## config.mk

```make
export PLATFORM = sky130hd
export DESIGN_NAME = alu_cmd_sequencer_flat
export DESIGN_NICKNAME = d
export VERILOG_FILES = /design/src/rtl/alu_pkg.sv /design/src/rtl/alu_cmd_sequencer_if.sv /design/src/rtl/alu_op_decode.sv /design/src/rtl/alu_cmd_sequencer.sv /design/src/flat_wrapper.sv
export SDC_FILE = /design/constraint.sdc
export NUM_CORES = 1
export LEC_CHECK = 0
export BUFFER_PORTS_ARGS = -buffer_cell sky130_fd_sc_hd__buf_2
export CORE_MARGIN = 8
export CORE_UTILIZATION = 53
export DETAILED_ROUTE_END_ITERATION = 16
export GPL_ROUTABILITY_DRIVEN = 1
export PLACE_DENSITY = 0.85
export SYNTH_ARGS = -nofsm -noshare
export SYNTH_HDL_FRONTEND = slang
export SYNTH_SLANG_ARGS = --single-unit
```

## constraint.sdc

```tcl
create_clock -name clk -period 5.6 [get_ports clk]
set_input_delay 0.84 -clock clk [delete_from_list [all_inputs] [get_ports clk]]
set_output_delay 0.84 -clock clk [all_outputs]
set_load 0.005 [all_outputs]
```

## src/rtl/alu_pkg.sv

```systemverilog
// Shared opcode, one-hot select and FSM state definitions for the ALU datapath
// and its command sequencer.
package alu_pkg;

   localparam int unsigned ALU_W = 16;
   localparam int unsigned SH_W  = 4;
   localparam int unsigned OP_W  = 4;
   localparam int unsigned SEL_W = 12;

   localparam logic [OP_W-1:0] OP_AND   = 4'd0;
   localparam logic [OP_W-1:0] OP_OR    = 4'd1;
   localparam logic [OP_W-1:0] OP_NOT   = 4'd2;
   localparam logic [OP_W-1:0] OP_XOR   = 4'd3;
   localparam logic [OP_W-1:0] OP_NAND  = 4'd4;
   localparam logic [OP_W-1:0] OP_NOR   = 4'd5;
   localparam logic [OP_W-1:0] OP_XNOR  = 4'd6;
   localparam logic [OP_W-1:0] OP_ADD   = 4'd7;
   localparam logic [OP_W-1:0] OP_SUB   = 4'd8;
   localparam logic [OP_W-1:0] OP_SHR   = 4'd9;
   localparam logic [OP_W-1:0] OP_SHL   = 4'd10;
   localparam logic [OP_W-1:0] OP_CLEAR = 4'd11;

   localparam logic [SEL_W-1:0] SEL_AND   = 12'h001;
   localparam logic [SEL_W-1:0] SEL_OR    = 12'h002;
   localparam logic [SEL_W-1:0] SEL_NOT   = 12'h004;
   localparam logic [SEL_W-1:0] SEL_XOR   = 12'h008;
   localparam logic [SEL_W-1:0] SEL_NAND  = 12'h010;
   localparam logic [SEL_W-1:0] SEL_NOR   = 12'h020;
   localparam logic [SEL_W-1:0] SEL_XNOR  = 12'h040;
   localparam logic [SEL_W-1:0] SEL_ADD   = 12'h080;
   localparam logic [SEL_W-1:0] SEL_SUB   = 12'h100;
   localparam logic [SEL_W-1:0] SEL_SHR   = 12'h200;
   localparam logic [SEL_W-1:0] SEL_SHL   = 12'h400;
   localparam logic [SEL_W-1:0] SEL_CLEAR = 12'h800;

   typedef enum logic [1:0] {
      ST_IDLE,
      ST_EXEC,
      ST_SHIFT,
      ST_RESP
   } state_e;

endpackage

```

## src/rtl/alu_cmd_sequencer_if.sv

```systemverilog
// Command, ALU-datapath and response signals between the sequencer and its
// environment; slave is the sequencer side.
interface alu_cmd_sequencer_if
   import alu_pkg::*;
#(
   parameter int unsigned WIDTH = ALU_W,
   parameter int unsigned SHW   = SH_W
);
   logic             cmd_valid;
   logic             cmd_ready;
   logic [OP_W-1:0]  cmd_op;
   logic [WIDTH-1:0] cmd_a;
   logic [WIDTH-1:0] cmd_b;
   logic             cmd_use_acc;
   logic [SHW-1:0]   cmd_shamt;
   logic [SEL_W-1:0] alu_sel;
   logic [WIDTH-1:0] alu_a;
   logic [WIDTH-1:0] alu_b;
   logic [WIDTH-1:0] alu_res;
   logic             rsp_valid;
   logic             rsp_ready;
   logic [WIDTH-1:0] rsp_data;
   logic             rsp_zero;
   logic             rsp_err;

   modport slave (
      input  cmd_valid, cmd_op, cmd_a, cmd_b, cmd_use_acc, cmd_shamt, alu_res, rsp_ready,
      output cmd_ready, alu_sel, alu_a, alu_b, rsp_valid, rsp_data, rsp_zero, rsp_err
   );

   modport master (
      output cmd_valid, cmd_op, cmd_a, cmd_b, cmd_use_acc, cmd_shamt, alu_res, rsp_ready,
      input  cmd_ready, alu_sel, alu_a, alu_b, rsp_valid, rsp_data, rsp_zero, rsp_err
   );
endinterface

```

## src/rtl/alu_op_decode.sv

```systemverilog
// Combinational opcode decoder: 4-bit code to 12-bit one-hot ALU select,
// with codes outside the table flagged illegal and decoding to no select.
module alu_op_decode
   import alu_pkg::*;
(
   input  logic [OP_W-1:0]  code_i,
   output logic [SEL_W-1:0] sel_c_o,
   output logic             illegal_c_o
);

   always_comb begin
      sel_c_o     = '0;
      illegal_c_o = 1'b0;
      case (code_i)
         OP_AND:   sel_c_o = SEL_AND;
         OP_OR:    sel_c_o = SEL_OR;
         OP_NOT:   sel_c_o = SEL_NOT;
         OP_XOR:   sel_c_o = SEL_XOR;
         OP_NAND:  sel_c_o = SEL_NAND;
         OP_NOR:   sel_c_o = SEL_NOR;
         OP_XNOR:  sel_c_o = SEL_XNOR;
         OP_ADD:   sel_c_o = SEL_ADD;
         OP_SUB:   sel_c_o = SEL_SUB;
         OP_SHR:   sel_c_o = SEL_SHR;
         OP_SHL:   sel_c_o = SEL_SHL;
         OP_CLEAR: sel_c_o = SEL_CLEAR;
         default:  illegal_c_o = 1'b1;
      endcase
   end

endmodule

```

## src/rtl/alu_cmd_sequencer.sv

```systemverilog
// Command-level controller for the ALU datapath: accepts one op per handshake,
// drives the one-hot select, iterates 1-bit shifts and returns the accumulator.
module alu_cmd_sequencer
   import alu_pkg::*;
#(
   parameter int unsigned WIDTH = ALU_W,
   parameter int unsigned SHW   = SH_W
)(
   input  logic                clk,
   input  logic                rst,
   alu_cmd_sequencer_if.slave  bus
);

   state_e           state_q, state_d;
   logic [WIDTH-1:0] acc_q, acc_d;
   logic [SHW-1:0]   cnt_q, cnt_d;
   logic [SEL_W-1:0] sel_q, sel_d;
   logic [WIDTH-1:0] alu_a_q, alu_a_d;
   logic [WIDTH-1:0] alu_b_q, alu_b_d;
   logic             cmd_ready_q, cmd_ready_d;
   logic             rsp_valid_q, rsp_valid_d;
   logic             rsp_zero_q, rsp_zero_d;
   logic             rsp_err_q, rsp_err_d;

   logic [SEL_W-1:0] dec_sel_c;
   logic             dec_illegal_c;
   logic [WIDTH-1:0] a_in_c;
   logic             is_shift_c;

   alu_op_decode u_decode (
      .code_i      (bus.cmd_op),
      .sel_c_o     (dec_sel_c),
      .illegal_c_o (dec_illegal_c)
   );

   assign a_in_c     = bus.cmd_use_acc ? acc_q : bus.cmd_a;
   assign is_shift_c = (bus.cmd_op == OP_SHR) || (bus.cmd_op == OP_SHL);

   // Outputs are registered from the next state, so alu_sel is live during EXEC/SHIFT itself.
   always_comb begin
      state_d = state_q;
      acc_d   = acc_q;
      cnt_d   = cnt_q;
      sel_d   = sel_q;
      alu_a_d = alu_a_q;
      alu_b_d = alu_b_q;
      rsp_err_d = rsp_err_q;
      case (state_q)
         ST_IDLE: begin
            if (bus.cmd_valid) begin
               rsp_err_d = 1'b0;
               alu_a_d   = a_in_c;
               alu_b_d   = bus.cmd_b;
               cnt_d     = bus.cmd_shamt;
               if (dec_illegal_c) begin
                  acc_d     = '0;
                  rsp_err_d = 1'b1;
                  state_d   = ST_RESP;
               end else if (is_shift_c && (bus.cmd_shamt == '0)) begin
                  acc_d   = a_in_c;
                  state_d = ST_RESP;
               end else if (is_shift_c) begin
                  sel_d   = dec_sel_c;
                  state_d = ST_SHIFT;
               end else begin
                  sel_d   = dec_sel_c;
                  state_d = ST_EXEC;
               end
            end
         end
         ST_EXEC: begin
            acc_d   = bus.alu_res;
            sel_d   = '0;
            state_d = ST_RESP;
         end
         ST_SHIFT: begin
            alu_a_d = bus.alu_res;
            cnt_d   = cnt_q - SHW'(1);
            if (cnt_q == SHW'(1)) begin
               acc_d   = bus.alu_res;
               sel_d   = '0;
               state_d = ST_RESP;
            end
         end
         ST_RESP: begin
            if (bus.rsp_ready) state_d = ST_IDLE;
         end
         default: begin
            state_d = ST_IDLE;
            sel_d   = '0;
         end
      endcase
      cmd_ready_d = (state_d == ST_IDLE);
      rsp_valid_d = (state_d == ST_RESP);
      rsp_zero_d  = (acc_d == '0);
   end

   always_ff @(posedge clk) begin
      if (rst) begin
         state_q     <= ST_IDLE;
         acc_q       <= '0;
         cnt_q       <= '0;
         sel_q       <= '0;
         alu_a_q     <= '0;
         alu_b_q     <= '0;
         cmd_ready_q <= 1'b1;
         rsp_valid_q <= 1'b0;
         rsp_zero_q  <= 1'b1;
         rsp_err_q   <= 1'b0;
      end else begin
         state_q     <= state_d;
         acc_q       <= acc_d;
         cnt_q       <= cnt_d;
         sel_q       <= sel_d;
         alu_a_q     <= alu_a_d;
         alu_b_q     <= alu_b_d;
         cmd_ready_q <= cmd_ready_d;
         rsp_valid_q <= rsp_valid_d;
         rsp_zero_q  <= rsp_zero_d;
         rsp_err_q   <= rsp_err_d;
      end
   end

   assign bus.cmd_ready = cmd_ready_q;
   assign bus.alu_sel   = sel_q;
   assign bus.alu_a     = alu_a_q;
   assign bus.alu_b     = alu_b_q;
   assign bus.rsp_valid = rsp_valid_q;
   assign bus.rsp_data  = acc_q;
   assign bus.rsp_zero  = rsp_zero_q;
   assign bus.rsp_err   = rsp_err_q;

endmodule

```

## src/flat_wrapper.sv

```systemverilog
// flat-port wrapper written by rule: the top's interface ports become plain ports
module alu_cmd_sequencer_flat import alu_pkg::*;
#(
   parameter int unsigned WIDTH = ALU_W,
   parameter int unsigned SHW   = SH_W
)
  (clk, rst, bus_cmd_valid, bus_cmd_op, bus_cmd_a, bus_cmd_b, bus_cmd_use_acc, bus_cmd_shamt, bus_alu_res, bus_rsp_ready, bus_cmd_ready, bus_alu_sel, bus_alu_a, bus_alu_b, bus_rsp_valid, bus_rsp_data, bus_rsp_zero, bus_rsp_err);
  alu_cmd_sequencer_if #(.WIDTH(WIDTH), .SHW(SHW)) bus_i ();
  input  logic clk;
  input  logic rst;
  input wire logic [$bits(bus_i.cmd_valid)-1:0] bus_cmd_valid;
  input wire logic [$bits(bus_i.cmd_op)-1:0] bus_cmd_op;
  input wire logic [$bits(bus_i.cmd_a)-1:0] bus_cmd_a;
  input wire logic [$bits(bus_i.cmd_b)-1:0] bus_cmd_b;
  input wire logic [$bits(bus_i.cmd_use_acc)-1:0] bus_cmd_use_acc;
  input wire logic [$bits(bus_i.cmd_shamt)-1:0] bus_cmd_shamt;
  input wire logic [$bits(bus_i.alu_res)-1:0] bus_alu_res;
  input wire logic [$bits(bus_i.rsp_ready)-1:0] bus_rsp_ready;
  output wire logic [$bits(bus_i.cmd_ready)-1:0] bus_cmd_ready;
  output wire logic [$bits(bus_i.alu_sel)-1:0] bus_alu_sel;
  output wire logic [$bits(bus_i.alu_a)-1:0] bus_alu_a;
  output wire logic [$bits(bus_i.alu_b)-1:0] bus_alu_b;
  output wire logic [$bits(bus_i.rsp_valid)-1:0] bus_rsp_valid;
  output wire logic [$bits(bus_i.rsp_data)-1:0] bus_rsp_data;
  output wire logic [$bits(bus_i.rsp_zero)-1:0] bus_rsp_zero;
  output wire logic [$bits(bus_i.rsp_err)-1:0] bus_rsp_err;
  assign bus_i.cmd_valid = bus_cmd_valid;
  assign bus_i.cmd_op = bus_cmd_op;
  assign bus_i.cmd_a = bus_cmd_a;
  assign bus_i.cmd_b = bus_cmd_b;
  assign bus_i.cmd_use_acc = bus_cmd_use_acc;
  assign bus_i.cmd_shamt = bus_cmd_shamt;
  assign bus_i.alu_res = bus_alu_res;
  assign bus_i.rsp_ready = bus_rsp_ready;
  assign bus_cmd_ready = bus_i.cmd_ready;
  assign bus_alu_sel = bus_i.alu_sel;
  assign bus_alu_a = bus_i.alu_a;
  assign bus_alu_b = bus_i.alu_b;
  assign bus_rsp_valid = bus_i.rsp_valid;
  assign bus_rsp_data = bus_i.rsp_data;
  assign bus_rsp_zero = bus_i.rsp_zero;
  assign bus_rsp_err = bus_i.rsp_err;
  alu_cmd_sequencer #(.WIDTH(WIDTH), .SHW(SHW)) u_core (.clk(clk), .rst(rst), .bus(bus_i));
endmodule
```

; Word-level counts from Yosys, hierarchy flattened
; Index checks and enable logic that the tools add are counted.
[classes]
n_mux = 24
add_sub_neg = 1
n_eq_ne = 20
reduce_logical = 13
[ops]
columns = cell, count
row1 = $pmux W12 S12, 1
row2 = $mux W16, 6
row3 = $mux W12, 4
row4 = $pmux W16 S3, 1
row5 = $pmux W12 S3, 1
row6 = $pmux W16 S2, 1
row7 = $eq A4 B3 Y1 const B, 4
row8 = $eq A4 B4 Y1 const B, 4
row9 = $logic_not A16 Y1, 1
row10 = $mux W2, 6
row11 = $reduce_or A12 Y1, 1
row12 = $eq A4 B1 Y1 const B, 2
row13 = $eq A4 B2 Y1 const B, 2
row14 = $logic_not A4 Y1, 2
row15 = $pmux W2 S4, 1
row16 = $pmux W4 S2, 1
row17 = $eq A2 B2 Y1 const B, 3
row18 = $ne A2 B2 Y1 const B, 3
row19 = $reduce_and A5 Y1, 1
row20 = $logic_not A2 Y1, 2
row21 = $mux W4, 1
row22 = $reduce_and A2 Y1, 2
row23 = $sub A4 B1 Y4 const B, 1
row24 = $reduce_bool A3 Y1, 1
row25 = other kinds (6), 6
[totals]
input_bits = 61
elab_cells = 68
register_bits = 70
output_inout_bits = 64

; Logic depth before layout (Yosys ltp)
; Gate-level depths: netlist of the first run.
[depth]
ltp_word = 8
mapped_depth = 12
depth_no_buf = 9

; Cells and area by module
; From an unflattened synthesis of the first run, not the netlist that was laid out.
[unflattened]
cells_unflattened = 425
hier_area_um2 = 3646.0
[modules_own_cells]
columns = mod, n_inst, seq_area_each_um2, area_each_um2, cells_each
row1 = alu_cmd_sequencer, 1, 1401.3, 3394.5, 408
row2 = alu_op_decode, 1, 0.0, 251.5, 17

; Least setup slack after synthesis of the first run
; OpenSTA, ideal clock, no wires.
[synth_timing]
path_kind = input port to flip-flop
start = input bus_cmd_use_acc
end = register u_core.rsp_zero_q (netlist: u_core.bus.rsp_zero)
setup_time_ps = 87
setup_slack_ps = 2919
arrival_ps = 2594
n_path_buf = 2
required_time_ps = 5513
cell_stages = 7
path_cell_list = clkbuf_1 -> clkbuf_1 -> mux2i_1 -> o221ai_1 -> nor4_1 -> nand4_1 -> o31ai_1
[synth_between]
elab_chain_cells = 6
[synth_rtl]
columns = element, line_no
row1 = "start, declared", flat_wrapper.sv:15  ; input wire logic [$bits(bus_i.cmd_use_acc)-1:0] bus_cmd_use_acc;
row2 = $mux W16, alu_cmd_sequencer.sv:36  ; assign a_in_c = bus.cmd_use_acc ? acc_q : bus.cmd_a;
row3 = $mux W16, alu_cmd_sequencer.sv:59  ; end else if (is_shift_c && (bus.cmd_shamt == '0)) begin
row4 = $mux W16, alu_cmd_sequencer.sv:55  ; if (dec_illegal_c) begin
row5 = $mux W16, alu_cmd_sequencer.sv:50  ; if (bus.cmd_valid) begin
row6 = $pmux W16 S3, alu_cmd_sequencer.sv:48  ; case (state_q)
row7 = $logic_not A16 Y1, alu_cmd_sequencer.sv:95  ; rsp_zero_d = (acc_d == '0);
row8 = "end signal, assigned", alu_cmd_sequencer.sv:119  ; rsp_zero_q <= rsp_zero_d;
row9 = "end, declared", alu_cmd_sequencer.sv:22  ; logic rsp_zero_q, rsp_zero_d;
; No other way between the ends.
; A chain may end at the register's enable or synchronous reset.

; Final worst setup path of the first run
[layout_timing]
start = register u_core.state_q[0]
end = register u_core.rsp_zero_q (netlist: u_core.bus.rsp_zero)
[layout_between]
elab_chain_cells = 3
word_cells_on_any_way = 5
classes_between = 2 x eq/ne / 1 x mux / 2 x reduce/logical
[layout_rtl]
columns = element, line_no
row1 = "start, declared", alu_cmd_sequencer.sv:14  ; state_e state_q, state_d;
row2 = "start signal, assigned", alu_cmd_sequencer.sv:111  ; state_q <= state_d;
row3 = $eq A2 B2 Y1 (tied with other cells), alu_cmd_sequencer.sv:48
row4 = $pmux W16 S3 (*), alu_cmd_sequencer.sv:48
row5 = $logic_not A16 Y1 (*), alu_cmd_sequencer.sv:95
; Every way passes the cells marked *; elsewhere a longest branch is shown, timed or not.

==> metrics.txt, run 1 <==
status=finished clean; DRC=0; leak pwr=~1.9 nW; antenna-violating nets left=0; cts hold-fix bufs=0; ant diodes=0; Clock transition at path regs=around 0.08 ns; number of port buffers=around 120; skew final=a little over 0.008 ns; largest net degree at the start of global routing=64; Final Hold Slack=0.450 ns; CTS tree=done; Worst Setup End Kind=register; dpl hpwl=roughly 6.9 mm; sequential fraction of the synthesis area=0.426; Worst Max-Slew Pin Slew=~0.88 ns; Async S/R FF share, synth=0; # setup viols final=0; gr usage total=0.207; Die X=roughly 95 µm; core box area=around 0.006 mm²; Detailed Route WL=just over 9 mm; period utilization=0.509; CTS root buf=clkbuf_8; P&R area growth vs syn=26.1%; Sum Neg Setup Slack=0 ns; Final Slew Violations=0; maximum vdd drop=between 0.2 and 0.3 mV; Unique masters post-synth=between 40 and 50; prevailing post-synth register cell=dfxtp_1; pwr dens=between 400 and 500 mW/mm²; Startpoint Class=register; number of global-route vias before repair=approximately 3200; flops & latches, synth=70; GRT overflow=0; Mapped Nets=roughly 490; worst-path maximum fanout=20; Final Hold Vio Count=0; Worst slew margin=0.410; commonest non-fill, non-tap cell in the layout=buf_2; io pins=125; Setup Fix Bufs, Post-CTS=0; initial antenna violation count=0; CTS-repair resized insts=0; max_cap viols=0; starting density of the core=0.552; Detailed Route Iter0 Violations=around 190; num rows=28; RD Place Congestion=roughly 0.86; Cells after Synth=between 400 and 500; drt wl/cell=between 15 and 20 µm; global-route wire length before repair=15.1 mm; syn_area_per_cell=around 7.9 µm²; mapped cell area=0.00329 mm²; CP Class=register to register; Pre-antenna DRT Iters=4; hold crit path type=register to register; H-tree depth=3; Die ar.=0.00898 mm²; total CTS buffers=9; RSZ-0062 raised after global routing=no; nets@finish=a little under 600; commonest cells after routing, fill and taps aside=buf_2, nor2_1, a21oi_1, dfxtp_1, nand2_1; layout cells sized above 1=0.288; number of synthesized flops with an enable pin=0; Arr. time, crit path=about 3.1 ns; Peak Freq=0.351 GHz; CTS Sinks=70; Required @ worst endpoint=between 5 and 6 ns; min cycle time layout=~2.8 ns; routed vias=roughly 3300; Max clock buf depth=2; Via-to-Cell Ratio=around 5.5; clock latency on the worst-skew pair=0.33 ns; number of synthesis warnings=0; Die Height=about 95 µm
path summary, 6_finish.rpt:
| check | start | endpoint | slack [ns] | depth (start not counted) |
|---|---|---|---|---|
| setup / recovery | u_core.state_q[0] | u_core.bus.rsp_zero | 2.75 | 9 |
| setup reg to reg | u_core.state_q[0] | u_core.bus.rsp_zero | 2.75 | 9 |
| hold / removal | u_core.bus.alu_sel[4] | u_core.bus.alu_sel[4] | 0.45 | 2 |
| hold reg to reg | u_core.bus.alu_sel[4] | u_core.bus.alu_sel[4] | 0.45 | 2 |
cells in the mapped netlist, types with 2 or more instances:
cell type | n | area share
buf_1 | 2 | 0.0023
nor4_1 | 3 | 0.0057
a21o_1 | 2 | 0.0046
inv_1 | 13 | 0.015
clkbuf_1 | 23 | 0.026
a21oi_1 | 72 | 0.11
or4b_1 | 2 | 0.0061
or4_1 | 2 | 0.0046
o221ai_1 | 4 | 0.011
dfxtp_1 | 70 | 0.43
nand2b_1 | 2 | 0.0038
or3_1 | 2 | 0.0038
nor2b_1 | 6 | 0.011
mux2i_1 | 17 | 0.052
a2bb2oi_1 | 4 | 0.011
nor3_1 | 2 | 0.0030
ha_1 | 6 | 0.023
nand3_1 | 8 | 0.012
a221oi_2 | 6 | 0.027
and2_1 | 6 | 0.011
nand3b_1 | 2 | 0.0046
nor2_1 | 75 | 0.086
nand4_1 | 2 | 0.0038
a221oi_1 | 2 | 0.0053
o21ai_0 | 5 | 0.0076
nand2_1 | 59 | 0.067
routing by layer:
layer  vias up  share of wire  track usage  wire length [µm]
met2       147           0.46        0.326              4260
met1      1508           0.40        0.249              3750
met5         -              0            0                 0
met4         0          0.017       0.0845               156
met3        17           0.12       0.0770              1130
li1       1662              -            -                 -
power by group:
group | internal [mW] | switching, mW
combinational | 0.324 | 0.495
sequential | 0.617 | 0.0798
clock | 0.261 | 0.188
total | 1.20 | 0.763
metrics by stage:
stage / instances / area (µm²) / worst slack [ns] / utilization / total power [mW]
after global routing: 609 / 4150 / 2.47 / 0.696 / 2.12
after CTS: 609 / 4150 / 2.72 / 0.696 / 1.97
after detailed placement: 593 / 3920 / 2.52 / 0.659 / 1.52
after global placement: 593 / 3920 / 2.59 / 0.659 / 1.49
final: 609 / 4150 / 2.75 / 0.696 / 1.96
after floorplan: 418 / 3290 / 2.92 / - / 1.27
registers in the layout, indices dropped and copies added (netlist names):
signal                count
u_core.bus.alu_b         16
u_core.bus.rsp_data      16
u_core.bus.rsp_err        1
u_core.cnt_q              4
u_core.bus.cmd_ready      1
u_core.bus.rsp_zero       1
u_core.bus.alu_a         16
u_core.bus.rsp_valid      1
u_core.state_q            2
u_core.bus.alu_sel       12
final cells by class:
type                       count  area [µm²]
clock buffer                  10         138
clock inverter                 6        85.1
fill                         499        1810
inverter                      13        48.8
multi-input combinational    308        1740
sequential                    70        1400
tap                           75        93.8
timing repair buffer         127         643
cells by family after synthesis:
logic type,after synthesis,share of synthesized area
simple gates,177,0.238
compound gates,107,0.210
flops,70,0.426
buf+inv,40,0.0483
mux,17,0.0517
fa+ha+maj,6,0.0228
xor+xnor,1,0.00266
critical path: stages, from the launching register on:
cell      delay [ns]
dfxtp_1         0.38
inv_1           0.10
ha_1            0.30
and2_1          0.44
nand2_1         0.13
or3_1           0.44
o221ai_1        0.26
nor4_1          0.33
nand4_1         0.14
o31ai_1         0.24
(Power assumes the default switching activity.)
==> run 2: changes to the inputs <==
Settings changed: CORE_UTILIZATION 53 to 49, PLACE_DENSITY 0.85 to 0.8.
Clock period 5.6 ns to 2.7 ns, I/O delays scaled along.
==> run 2 against run 1 <==
Register-to-register slack worse by 2.6 ns. Via count barely moved. Non-clock buffer count rose by 5. Core utilization down 7.1 points. Highest routed layer unchanged. Combinational power rose by 120%. Worst hold slack got worse by 0.16 ns. Maximum frequency is 13% higher. Die area up 6.8%.
==> metrics.txt, run 2 (synthesis gave the netlist of run 1 again) <==
commonest cells after routing, fill and taps aside=buf_2, nor2_1, a21oi_1, dfxtp_1, nand2_1; CTS tree=done; Crit-path slowest cell=a221o_1; drt wl/cell=15.3 µm (+0.39%); nets@finish=601 (+0.84%); Max clock buf depth=2 (unchanged); Via-to-Cell Ratio=5.39 (-1.5%); Peak Freq=0.396 GHz (+13%); global-route wire length before repair=15.1 mm (-0.41%); Detailed Route Iter0 Violations=137 (-27%); final worst slack=0.177 ns (-2.57 ns); Arr. time, crit path=2.78 ns (-0.31 ns); delay of the slowest cell on the worst path=0.38 ns (-0.06 ns); gr usage total=0.190 (-0.0173); RD Place Congestion=0.858 (+0.28%); Worst Max-Slew Pin Slew=0.615 ns (-0.270 ns); total CTS buffers=9 (unchanged); RSZ-0062 raised after global routing=no; Final Slew Violations=0 (unchanged); layout cells sized above 1=0.299 (+0.0103); min cycle time layout=2.52 ns (-0.326 ns); maximum vdd drop=0.455 mV (+81%); pwr dens=959 mW/mm² (+100%); Pre-antenna DRT Iters=4 (unchanged); DRC=0 (unchanged); Fill cells=602 (+21%); clock latency on the worst-skew pair=0.34 ns (about the same); H-tree depth=3 (unchanged); Required @ worst endpoint=2.96 ns (-2.88 ns); max_cap viols=0 (unchanged); CTS root buf=clkbuf_8; Die Height=97.9 µm (+3.3%); core box area=0.00664 mm² (+12%); final instance area=0.00415 mm² (+0.15%); Die X=97.9 µm (+3.3%); number of global-route vias before repair=3292 (+1.8%); GRT overflow=0 (unchanged); status=finished clean; commonest non-fill, non-tap cell in the layout=buf_2; worst-path cell chain=inv_1, ha_1, or3b_1, a221o_1, a31oi_4, o221ai_1, nor4_1, nand4_1, o31ai_1; number of port buffers=124 (unchanged); skew final=0.0104 ns (+0.00214 ns); Startpoint Class=register; Die ar.=0.00959 mm² (+6.8%); Final Hold Vio Count=0 (unchanged); num rows=30 (+7.1%); ant diodes=0 (unchanged); Worst Setup End Kind=register; hold crit path type=primary input to register; leak pwr=1.92 nW (-0.13%); cts hold-fix bufs=0 (unchanged); io pins=125 (unchanged); P&R area growth vs syn=26.2%; starting density of the core=0.495 (-0.0572); dpl hpwl=7.18 mm (+3.6%); period utilization=0.935 (+0.426); Clock transition at path regs=0.08 ns (about the same); Post-Place Worst Slack=0.0621 ns (-2.46 ns); routed vias=3337 (+0.090%); CP Class=register to register; largest net degree at the start of global routing=49 (-23%); # setup viols final=0 (unchanged); initial antenna violation count=0 (unchanged); Sum Neg Setup Slack=0 ns (unchanged); Detailed Route WL=9.48 mm (+2.0%); Worst slew margin=0.589 (+0.179); antenna-violating nets left=0 (unchanged); worst-path maximum fanout=4 (-80%); Placed Area=0.00395 mm² (+0.73%); CTS Sinks=70 (unchanged)
-- run 2: power breakdown --
group          leakage [nW]  total, mW  switching [mW]  internal [mW]
clock                0.0776      0.747           0.415          0.332
sequential            0.571       1.45           0.168           1.28
combinational          1.27       1.79            1.05          0.734
total                  1.92       3.98            1.64           2.34
-- run 2: layout make-up --
class                   count  area, µm²  area share
multi-input cells         308       1750       0.421
flip-flops and latches     70       1400       0.337
repair buffers            132        681       0.164
clock buffers               9        124      0.0298
well taps                  80        100      0.0241
clock inverters             7       48.8      0.0118
inverters                  13       48.8      0.0118
-- run 2: worst paths after layout --
check / cells past startpoint / from / slack, ns / endpoint
setup reg to reg: 9 / u_core.cnt_q[1] / 0.18 / u_core.bus.rsp_zero
hold / removal: 3 / bus_cmd_b[1] / 0.29 / u_core.bus.alu_b[1]
hold reg to reg: 2 / u_core.bus.alu_b[4] / 0.45 / u_core.bus.alu_b[4]
setup / recovery: 9 / u_core.cnt_q[1] / 0.18 / u_core.bus.rsp_zero
-- run 2: stage by stage --
| step | util | hold WS (ns) | total power, mW | std cells |
|---|---|---|---|---|
| final | 0.625 | 0.290 | 3.98 | 619 |
| after global routing | 0.625 | 0.274 | 4.27 | 619 |
| after CTS | 0.621 | 0.275 | 3.95 | 617 |
| after detailed placement | 0.595 | 0.444 | 3.21 | 601 |
| after global placement | 0.595 | 0.437 | 3.15 | 601 |
| after floorplan | - | 0.448 | 2.64 | 418 |
-- run 2: timing repair --
item | 4_1_cts | 5_1_grt
setup buffers | 0 | 2
resized for setup | 0 | 3
setup endpoints to repair | 0 | 1
-- run 2: metal layers --
layer  vias to the layer above  part of all wire  GRT usage
met5                         -                 0          0
met1                      1533              0.42      0.210
li1                       1670                 -          -
met2                       124              0.46      0.306
met3                        10              0.10     0.0939
met4                         0             0.011     0.0695
-- run 2: worst max-delay path, delay by kind of cell, from the launching register on --
kind | cells | cell delay (ns)
flip-flops | 1 | 0.33
buffers and inverters | 1 | 0.09
AND/OR/NAND/NOR | 3 | 0.84
adder cells (fa/ha/maj) | 1 | 0.16
AO/OA/AOI/OAI | 4 | 1.02
